<file path="src/rtl/int_vector_responder_pkg.sv">
// Shared constants, state type and level decode helper for the 68k interrupt vector responder.
// Imported by the edge latch and the top level.
package int_pkg;

   localparam int unsigned NUM_LEVELS   = 7;
   localparam logic [7:0]  SPURIOUS_VEC = 8'h18;
   localparam logic [7:0]  AUTOVEC_BASE = 8'h18;

   typedef enum logic [1:0] {
      StIdle,
      StAck,
      StHold
   } state_e;

   // One-hot of level lvl (bit lvl-1); level 0 is invalid and decodes to all-zero.
   function automatic logic [NUM_LEVELS-1:0] level_onehot(input logic [2:0] lvl);
      logic [NUM_LEVELS-1:0] oh;
      oh = '0;
      for (int unsigned i = 0; i < NUM_LEVELS; i++) begin
         if ({29'b0, lvl} == i + 32'd1) begin
            oh[i] = 1'b1;
         end
      end
      return oh;
   endfunction

endpackage

</file>
<file path="src/rtl/int_vector_responder_irq_edge_latch.sv">
// Latches rising edges of the interrupt request lines into pending bits.
// A new edge on a bit wins over a clear of that same bit in the same cycle.
module irq_edge_latch
   import int_pkg::*;
(
   input  logic                  clk_i,
   input  logic                  rst_ni,
   input  logic [NUM_LEVELS-1:0] irq_i,
   input  logic [NUM_LEVELS-1:0] clr_mask_i,
   output logic [NUM_LEVELS-1:0] pending_o
);

   logic [NUM_LEVELS-1:0] irq_r_q, irq_r_d;
   logic [NUM_LEVELS-1:0] pending_q, pending_d;
   logic [NUM_LEVELS-1:0] rise;

   always_comb begin
      rise      = irq_i & ~irq_r_q;
      irq_r_d   = irq_i;
      pending_d = (pending_q & ~clr_mask_i) | rise;
   end

   // irq_r clears in reset so a line held high through release counts as an edge.
   always_ff @(posedge clk_i) begin
      if (!rst_ni) begin
         irq_r_q   <= '0;
         pending_q <= '0;
      end else begin
         irq_r_q   <= irq_r_d;
         pending_q <= pending_d;
      end
   end

   assign pending_o = pending_q;

endmodule

</file>
<file path="src/rtl/int_vector_responder.sv">
// Answers 68k IACK cycles on the Wishbone side with a vectored, autovectored or spurious
// vector number and retires the acknowledged pending interrupt.
module int_vector_responder
   import int_pkg::*;
#(
   parameter logic [7:0]            VECTOR_BASE = 8'h40,
   parameter logic [NUM_LEVELS-1:0] AUTOVEC     = '0
) (
   input  logic                  wb_clk_i,
   input  logic                  wb_reset_ni,
   input  logic [NUM_LEVELS-1:0] irq_i,
   input  logic                  wb_cyc_i,
   input  logic                  wb_stb_i,
   input  logic                  wb_iack_i,
   input  logic [2:0]            wb_adr_i,
   output logic [7:0]            wb_dat_o,
   output logic                  wb_ack_o,
   output logic [NUM_LEVELS-1:0] pending_o
);

   state_e                state_q, state_d;
   logic [2:0]            lvl_q, lvl_d;
   logic                  hit_q, hit_d;
   logic [7:0]            dat_q, dat_d;

   logic [NUM_LEVELS-1:0] pending;
   logic [NUM_LEVELS-1:0] clr_mask;
   logic [NUM_LEVELS-1:0] req_onehot;
   logic                  bus_req;
   logic                  iack_req;
   logic                  sel_hit;
   logic [7:0]            sel_vec;

   irq_edge_latch u_irq_edge_latch (
      .clk_i      (wb_clk_i),
      .rst_ni     (wb_reset_ni),
      .irq_i      (irq_i),
      .clr_mask_i (clr_mask),
      .pending_o  (pending)
   );

   assign bus_req    = wb_cyc_i & wb_stb_i;
   assign iack_req   = bus_req & wb_iack_i;
   assign req_onehot = level_onehot(wb_adr_i);

   // Vector for the level currently on the address lines; wraps at 8 bits.
   always_comb begin
      sel_hit = |(req_onehot & pending);
      if (!sel_hit) begin
         sel_vec = SPURIOUS_VEC;
      end else if (|(req_onehot & AUTOVEC)) begin
         sel_vec = AUTOVEC_BASE + {5'b0, wb_adr_i};
      end else begin
         sel_vec = VECTOR_BASE + {5'b0, wb_adr_i} - 8'd1;
      end
   end

   always_comb begin
      state_d  = state_q;
      lvl_d    = lvl_q;
      hit_d    = hit_q;
      dat_d    = dat_q;
      clr_mask = '0;
      wb_ack_o = 1'b0;
      unique case (state_q)
         StIdle: begin
            if (iack_req) begin
               lvl_d   = wb_adr_i;
               hit_d   = sel_hit;
               dat_d   = sel_vec;
               state_d = StAck;
            end
         end
         StAck: begin
            wb_ack_o = bus_req;
            if (bus_req) begin
               if (hit_q) begin
                  clr_mask = level_onehot(lvl_q);
               end
               state_d = StHold;
            end else begin
               // Master abandoned the cycle before the ack: keep the request pending.
               state_d = StIdle;
            end
         end
         StHold: begin
            if (!bus_req) begin
               state_d = StIdle;
            end
         end
         default: state_d = StIdle;
      endcase
   end

   always_ff @(posedge wb_clk_i) begin
      if (!wb_reset_ni) begin
         state_q <= StIdle;
         lvl_q   <= '0;
         hit_q   <= 1'b0;
         dat_q   <= '0;
      end else begin
         state_q <= state_d;
         lvl_q   <= lvl_d;
         hit_q   <= hit_d;
         dat_q   <= dat_d;
      end
   end

   assign wb_dat_o  = dat_q;
   assign pending_o = pending;

endmodule

</file>
<file path="config.mk">
export PLATFORM = sky130hd
export DESIGN_NAME = int_vector_responder
export DESIGN_NICKNAME = d
export VERILOG_FILES = /design/src/rtl/int_vector_responder_pkg.sv /design/src/rtl/int_vector_responder_irq_edge_latch.sv /design/src/rtl/int_vector_responder.sv
export SDC_FILE = /design/constraint.sdc
export NUM_CORES = 1
export LEC_CHECK = 0
export BUFFER_PORTS_ARGS = -buffer_cell sky130_fd_sc_hd__buf_4
export CORE_MARGIN = 3
export CORE_UTILIZATION = 45
export DETAILED_ROUTE_END_ITERATION = 7
export PLACE_DENSITY = 0.73
export RECOVER_POWER = 50
export SLEW_MARGIN = 30
export SYNTH_ARGS = -nofsm -noshare
export SYNTH_HDL_FRONTEND = slang
export SYNTH_SLANG_ARGS = --single-unit
export TNS_END_PERCENT = 30
</file>
<file path="constraint.sdc">
create_clock -name wb_clk_i -period 2.55 [get_ports wb_clk_i]
set_clock_uncertainty 0.15 [all_clocks]
set_input_delay 0.255 -clock wb_clk_i [delete_from_list [all_inputs] [get_ports wb_clk_i]]
set_output_delay 0.255 -clock wb_clk_i [all_outputs]
set_load 0.01 [all_outputs]
</file>
Word-level counts from Yosys, hierarchy flattened
Index checks and enable logic that the tools add are counted.
- bits in latches: 0
- RAM bits: 0
- bits in registers: 28
- word-level logic and storage cells: 61
- bits of input ports: 15
- bits in read-only memories: 0
- output and inout bits: 16
- memories: 0
- multiplexer cells: 23
- shifts and indexed selects: 0
- divide/modulo/power cells: 0
- equal/unequal tests: 18
- bitwise operators: 8
- reductions and logical operators: 4
- order comparisons: 0
- $add $sub $neg: 2
- $mul: 0
- operator list (operator ; count):
    equality test 3 bit, second input constant ; 8
    bitwise AND 7 bit ; 3
    2-to-1 mux 7 bit ; 3
    2-to-1 mux 1 bit ; 15
    inverter 7 bit ; 2
    equality test 3 x 2 -> 1 bit, second input constant ; 4
    adder 7 x 3 -> 8 bit, first input constant ; 1
    2-to-1 mux 8 bit ; 1
    subtractor 8 x 1 -> 8 bit, second input constant ; 1
    OR 7 bit ; 1
    OR reduction 7 bit ; 1
    equality test 3 x 1 -> 1 bit, second input constant ; 2
    2-to-1 mux 2 bit ; 3
    one-hot mux 2 bit (3 select lines) ; 1
    != test 2 bit, second input constant ; 2
    AND reduction 2 bit ; 2
    bitwise AND 1 bit ; 2
    equality test 2 x 1 -> 1 bit, second input constant ; 1
    equality test 2 bit, second input constant ; 1
    logical NOT 2 bit ; 1

Depth between registers and ports, before layout
Gate-level depths: netlist of run 1.
- depth in word-level cells: 8
- mapped depth: 6
- mapped depth without buffers: 6

Cells and area by module
Synthesis of run 1 repeated with hierarchy kept, for this count alone.
- cells, all modules: 125
- area, all modules: 1237.4 um2
- by module, submodules not included (module ; sequential area each (um2) ; cells an instance ; area each (um2) ; instances):
    int_vector_responder ; 260.2 ; 82 ; 724.4 ; 1
    irq_edge_latch ; 280.3 ; 43 ; 513.0 ; 1

Worst setup path after synthesis of run 1
OpenSTA, ideal clock, no wires.
- path kind: input -> register
- start point: input port wb_adr_i[0]
- end point: register dat_q[0], in the netlist wb_dat_o[0]
- required time: 2.282 ns
- cell stages on the path: 6
- path buffers: 0
- slack: 1.052 ns
- data arrival time: 1.230 ns
- setup time: 0.118 ns
- cells stage by stage: inv_1 ha_1 a222oi_1 nand3_1 nand4_4 o2bb2ai_1
- word-level cells in the longest chain between the ends: 5
- elaborated cells on any way between the ends: 19
- classes of those cells: add/sub: 2; eq/ne: 7; mux: 8; bitwise: 1; reduce/logical: 1
- RTL lines (what ; RTL line ; text):
    start, declared ; int_vector_responder.sv:15 ; input logic [2:0] wb_adr_i,
    branches (longest 4 deep; another with adder 7 x 3 -> 8 bit) ; -- ;
    2-to-1 mux 8 bit * ; int_vector_responder.sv:49 ; if (!sel_hit) begin
    end signal, assigned ; int_vector_responder.sv:105 ; dat_q <= dat_d;
    end, declared ; int_vector_responder.sv:24 ; logic [7:0] dat_q, dat_d;
Mark *: on every way between the ends.
A chain may end at the register's enable or synchronous reset.

Final worst setup path of run 1
- start point: input port wb_adr_i[0]
- end point: register dat_q[6], in the netlist wb_dat_o[6]
Same word-level chain as after synthesis.

==> summary.txt, run 1 <==
Status = completed
Type of the worst setup path = input port to flip-flop
Dpl hpwl = 1.73 mm
Cell accounting for the most synthesized area = dfxtp_1
Total setup buffers inserted after CTS = 0
Asr flop ratio synth = 0%
Via density = 5.20
GRT Util Overall = 15.8%
Final Core Density = 61.5%
Post-synthesis instance area = 0.00115 mm2
I/O Buffers = 29
Syn nets = 131
TNS Setup = 0 ns
Chip height = 56.5 um
Hold Crit Start = wb_stb_i
Synth-to-layout area growth = 24.2%
Number of routed nets with antenna violations = 0
Worst reg-to-reg path cell count = 3
Critical Path Source = wb_adr_i[0]
Skew-Pair Late Insertion Delay = 0.33 ns
Area fraction of the dominant cell type after synthesis = 47.1%
Dpl cells = 162
Critical Path AT = 2.07 ns
MaxCap Viol Count = 0
Reg2Reg Setup Slack = 0.78 ns
R2r endpoint = wb_dat_o[6]$_SDFFE_PN0P_
CP endpoint kind = flip-flop
Startpoint Class = input port
First-pass GRT wire length = 3.99 mm
RR Startpoint = state_q[1]$_SDFFE_PN0P_
DRT Pass-1 Iters = 4
Filler cells = 220
Critical Path RT = 2.63 ns
Clock transition at path regs = 0.14 ns
H-tree Lvls = 1
Final WL = 2.35 mm
Main synth FF type = dfxtp_1
Wire per inst = 13.5 um
CTS tree = yes
Seq/Total Area, Yosys = 47.1%
Hold buffer count at cts = 7
Largest stage delay on the critical path = 0.53 ns
CP Max Fanout = 5
Hold Vio Cnt, Final = 0
Root buffer cell = clkbuf_4
Yosys reg bits = 27
Least-Margin Pin Slew = 0.710 ns
Setup violation total in the final timing report = 0
Initial antenna violation count = 0
Post-synth EDFFs = 0
Die area = 0.00319 mm2
Core Area = 0.00232 mm2
Cell area power density = 520 mW/mm2
Layout cells sized above 1 = 16.4%
Fin cells = 174
DRC = 0
Syn_area_per_cell = 10.4 um2
Largest net degree at the start of global routing = 25
Via count = 905
P_leak = 0.000562 uW
Grt ovf = 0
Tmin final = 2.00 ns
Clk sinks = 27
FP Rows = 17
Initial Utilization = 49.5%
TritonCTS buffer count = 3
CTS resizes = 0
RSZ-0062 raised after global routing = false
Peak VDD IR = 373 uV
DRT iter0 DRCs = 25
Count of cell types in the netlist = 34
Top post-synthesis cells by area = dfxtp_1 47%, ha_1 6.5%, and2_1 4.4%
Ports = 31
Final Cycle Share = 78.3%
Number of global-route vias before repair = 867
Worst Setup EP = wb_dat_o[6]$_SDFFE_PN0P_
Slowest CP cell = dlygate4sd3_1
Cell count after synthesis = 110
CTS Buffer Depth = 2
Worst hold path class = input port to flip-flop
Layout Nets = 168
Final max-slew violation count = 0
Routability Congestion = 0.734
Crit path cell chain = dlygate4sd3_1 > buf_4 > inv_1 > ha_1 > a222oi_1 > nand3_1 > nand4_4 > o2bb2ai_1
Horiz. Die Dim = 56.5 um
Fmax achieved = 501 MHz
Ys Warns = 0
N_diodes = 0
Slew HR = 52.4%
==> metrics by stage <==
step	power (uW)	worst slack, ns	hold WS (ns)	cell area [um2]
floorplan	518	1.05	0.193	1150
global placement	565	0.800	0.300	1370
detailed placement	568	0.742	0.316	1370
CTS	760	0.622	0.00150	1460
global route	785	0.484	0.0306	1430
finish	742	0.554	0.0481	1430
==> critical path, delay by kind of cell <==
kind                     cells  cell delay, ns
buffers and inverters        3            0.75
AND/OR/NAND/NOR              2            0.43
AO/OA/AOI/OAI                2            0.42
adder cells (fa/ha/maj)      1            0.22
==> sequential cells by signal (all words and copies together), names as in the netlist <==
| signal | cells |
|---|---|
| lvl_q | 3 |
| state_q | 2 |
| u_irq_edge_latch.pending_o | 7 |
| wb_dat_o | 7 |
| hit_q | 1 |
| u_irq_edge_latch.irq_r_q | 7 |
==> layout make-up <==
cell class / count / area, um2 / share of cell area (%)
clock buffer: 3 / 22.5 / 1.58
tap: 28 / 35.0 / 2.46
clock inverter: 1 / 5.00 / 0.351
inverter: 4 / 15.0 / 1.05
timing repair buffer: 37 / 249 / 17.5
multi-input combinational: 74 / 558 / 39.2
sequential: 27 / 541 / 37.9
==> cells in the final DEF, fill, tap and decap left out, types with 2 or more instances in the layout <==
master and count:
clkbuf_1 13, nand2_1 5, ha_1 6, nor4_1 2, inv_1 4, clkbuf_4 8, mux2i_1 3, o21ai_0 7
nor2_1 2, nand2b_1 6, o2bb2ai_1 5, nand3_1 3, a21boi_0 5, buf_4 11, and2_1 6, and2_0 2
dfxtp_1 27, nor2b_1 5, dlygate4sd3_1 8
==> worst min path at each step <==
| stage | end | slack (ns) | depth (start not counted) |
|---|---|---|---|
| floorplan | wb_dat_o[0]$_SDFFE_PN0P_ | 0.19 | 1 |
| global placement | wb_dat_o[0]$_SDFFE_PN0P_ | 0.30 | 1 |
| detailed placement | wb_dat_o[5]$_SDFFE_PN0P_ | 0.32 | 1 |
| CTS | u_irq_edge_latch.irq_r_q[3]$_SDFF_PN0_ | 0.001 | 2 |
| global route | state_q[1]$_SDFFE_PN0P_ | 0.03 | 3 |
| finish | state_q[1]$_SDFFE_PN0P_ | 0.05 | 3 |
==> layer usage <==
layer	GRT usage [%]	share of wire [%]
met2	21.5	43
met5	0	0
met1	23.0	48
met4	8.14	2.3
met3	3.22	6.6
==> power by group <==
part / internal (uW) / leakage, uW / switching (uW)
registers: 443 / 0.000222 / 13.8
logic: 52.7 / 0.000322 / 50.5
clock network: 58.9 / 0.0000177 / 123
total: 554 / 0.000562 / 187
==> logic make-up after synthesis <==
| kind of cell | after synthesis | share of synthesized area (%) |
|---|---|---|
| and+or+nand+nor | 40 | 23.7 |
| DFF | 27 | 47.1 |
| AOI/OAI and AO/OA | 23 | 14.7 |
| buffers and inverters | 9 | 4.25 |
| adders and majority gates | 6 | 6.54 |
| muxes | 3 | 2.62 |
| other | 1 | 0.327 |
| xor gates and xnor gates | 1 | 0.763 |
==> synthesized netlist by cell type, types with 2 or more instances <==
library cell	n
a21boi_0	5
mux2i_1	3
o21ai_0	7
nor2b_1	5
clkbuf_1	2
nand3_1	3
nor2_1	2
nand2b_1	6
o2bb2ai_1	5
inv_1	4
dfxtp_1	27
ha_1	6
buf_4	2
and2_1	8
nor4_1	2
nand2_1	5
(Power assumes the default switching activity.)
==> run 2, diff against run 1 <==
ABC_AREA = 1   (was not set)
PLACE_DENSITY = 0.76   (was 0.73)
clock period = 1.7 ns   (was 2.55 ns; I/O delays follow)
==> summary.txt, run 2 <==
Main synth FF type = dfxtp_1
Worst hold path class = input port to flip-flop
Initial Utilization = 49.4%
Yosys reg bits = 27
Clock transition at path regs = 0.15 ns
Combinational share of power = 14.3%
Multi-input logic area = 480 um2
Clk sinks = 27
First-pass GRT wire length = 4.66 mm
Final Core Density = 60.9%
Ys Warns = 0
Cell count after synthesis = 146
Sequential share of power = 60.6%
Chip height = 56.2 um
Post-synth EDFFs = 0
Horiz. Die Dim = 56.2 um
FP Rows = 17
Dpl hpwl = 2.01 mm
Area fraction of the dominant cell type after synthesis = 47.6%
CTS Buffer Depth = 2
Int Power = 831 uW
Count of cell types in the netlist = 22
Layout Nets = 202
Pwr Total = 1140 uW
Commonest cells post-synth = 31 x nand2_1, 27 x dfxtp_1, 17 x inv_1
Cell accounting for the most synthesized area = dfxtp_1
Total setup buffers inserted after CTS = 0
Switching power = 309 uW
Fmax achieved = 660 MHz
GRT Util Overall = 18.3%
H-tree Lvls = 1
Seq/Total Area, Yosys = 47.6%
Reg2Reg Setup Slack = 0.31 ns
CP Max Fanout = 6
Final Cycle Share = 89.1%
Largest net degree at the start of global routing = 17
Grt ovf = 0
Tmin final = 1.51 ns
TritonCTS buffer count = 3
Setup violation total in the final timing report = 0
Initial antenna violation count = 0
Number of global-route vias before repair = 1049
Hold Vio Cnt, Final = 0
Switching part of the total power = 27.1%
CTS tree = yes
Clock share of power = 25.0%
Post-synthesis instance area = 0.00113 mm2
Final max-slew violation count = 0
Syn_area_per_cell = 7.77 um2
P_leak = 0.000643 uW
Final WL = 2.70 mm
N_diodes = 0
Top post-synthesis cells by area = dfxtp_1 48%, nand2_1 10%, ha_1 6.6%
I/O Buffers = 29
MaxCap Viol Count = 0
Filler cells = 220
Synth-to-layout area growth = 23.4%
Routability Congestion = 0.852
Wire per inst = 13.0 um
Root buffer cell = clkbuf_4
Type of the worst setup path = flip-flop to output port
DRC = 0
CP endpoint kind = output port
Leading cell type in the layout, fill and taps excluded = nand2_1
Cell area power density = 814 mW/mm2
Asr flop ratio synth = 0%
Number of routed nets with antenna violations = 0
Die area = 0.00316 mm2
FF+latch area = 541 um2
TNS Setup = 0 ns
Critical Path AT = 1.19 ns
RSZ-0062 raised after global routing = false
Layout cells sized above 1 = 15.6%
Core Area = 0.00230 mm2
Syn nets = 167
Via count = 1046
Skew-Pair Late Insertion Delay = 0.32 ns
Most frequent cells in the layout = 31 x nand2_1, 27 x dfxtp_1, 17 x inv_1
DRT Pass-1 Iters = 6
DRT iter0 DRCs = 28
Most common cell in the netlist = nand2_1
Via density = 5.03
Ports = 31
Status = completed
Startpoint Class = flip-flop
Peak VDD IR = 646 uV
Critical Path RT = 1.38 ns
run 2: cell types whose count changed in the layout (fill, tap and decap cells not counted), moves of 4 or more:
cell,change
nor2b_1,-5
a21oi_1,+10
nand2b_1,-6
nor2_1,+7
and2_1,-6
inv_1,+13
nand3_1,+8
o2bb2ai_1,-5
nand2_1,+26
o22ai_1,+4
a21boi_0,-5
run 2: what timing repair did:
action                     4_1_cts  5_1_grt
hold endpoints to repair        14        0
setup endpoints to repair        0        1
resized for setup                0        1
hold buffers                     7        0
run 2: layout make-up:
| type | count | share of cell area, % |
|---|---|---|
| inverter | 20 | 5.36 |
| tap | 28 | 2.50 |
| sequential | 27 | 38.6 |
| clock inverter | 1 | 0.536 |
| multi-input combinational | 93 | 34.3 |
| timing repair buffer | 36 | 17.1 |
| clock buffer | 3 | 1.61 |
run 2: stage by stage:
step	std cells	hold slack, ns	area (um2)	setup WS [ns]
2_1_floorplan	146	0.127	1130	0.502
3_3_place_gp	197	0.216	1350	0.258
3_5_place_dp	197	0.221	1350	0.172
4_1_cts	208	0.000278	1450	0.157
5_1_grt	208	0.0151	1400	0.0892
6_report	208	0.0181	1400	0.185
run 2: power groups by stage:
| stage | Combinational (uW) | Clock [uW] | Sequential [uW] |
|---|---|---|---|
| 2_1_floorplan | 82.2 | 0 | 710 |
| 3_3_place_gp | 157 | 0 | 704 |
| 3_5_place_dp | 164 | 0 | 706 |
| 4_1_cts | 178 | 289 | 692 |
| 5_1_grt | 184 | 319 | 696 |
| 6_report | 163 | 285 | 691 |
run 2: critical path, stage by stage, from the launching register on:
cell     delay, ns
dfxtp_1       0.36
inv_1         0.05
nor2_1        0.08
nand2_1       0.15
inv_1         0.11
buf_4         0.12
run 2: final timing paths:
check | from | endpoint | depth (start not counted)
min reg2reg | u_irq_edge_latch.irq_r_q[3]$_SDFF_PN0_ | u_irq_edge_latch.pending_o[3]$_SDFF_PN0_ | 1
max | state_q[0]$_SDFFE_PN0P_ | wb_ack_o | 5
max reg2reg | state_q[1]$_SDFFE_PN0P_ | wb_dat_o[3]$_SDFFE_PN0P_ | 5
min | wb_reset_ni | u_irq_edge_latch.irq_r_q[4]$_SDFF_PN0_ | 3
run 2: logic make-up (layout without fill, tap and decap cells):
family	Yosys count	count (layout)	synth area share, %
AO/OA/AOI/OAI	26	26	11.9
adder cells (fa/ha/maj)	6	6	6.62
AND/OR/NAND/NOR	60	60	23.4
flip-flops	27	27	47.6
buffers and inverters	26	60	10.1
other	1	1	0.330
run 2: layer usage:
layer / global-route usage (%) / up-vias / share of wire, %
met5: 0 / - / 0
met4: 5.42 / 0 / 2.4
met3: 3.02 / 6 / 6.1
met2: 34.1 / 37 / 50
met1: 21.0 / 472 / 42
li1: - / 531 / -
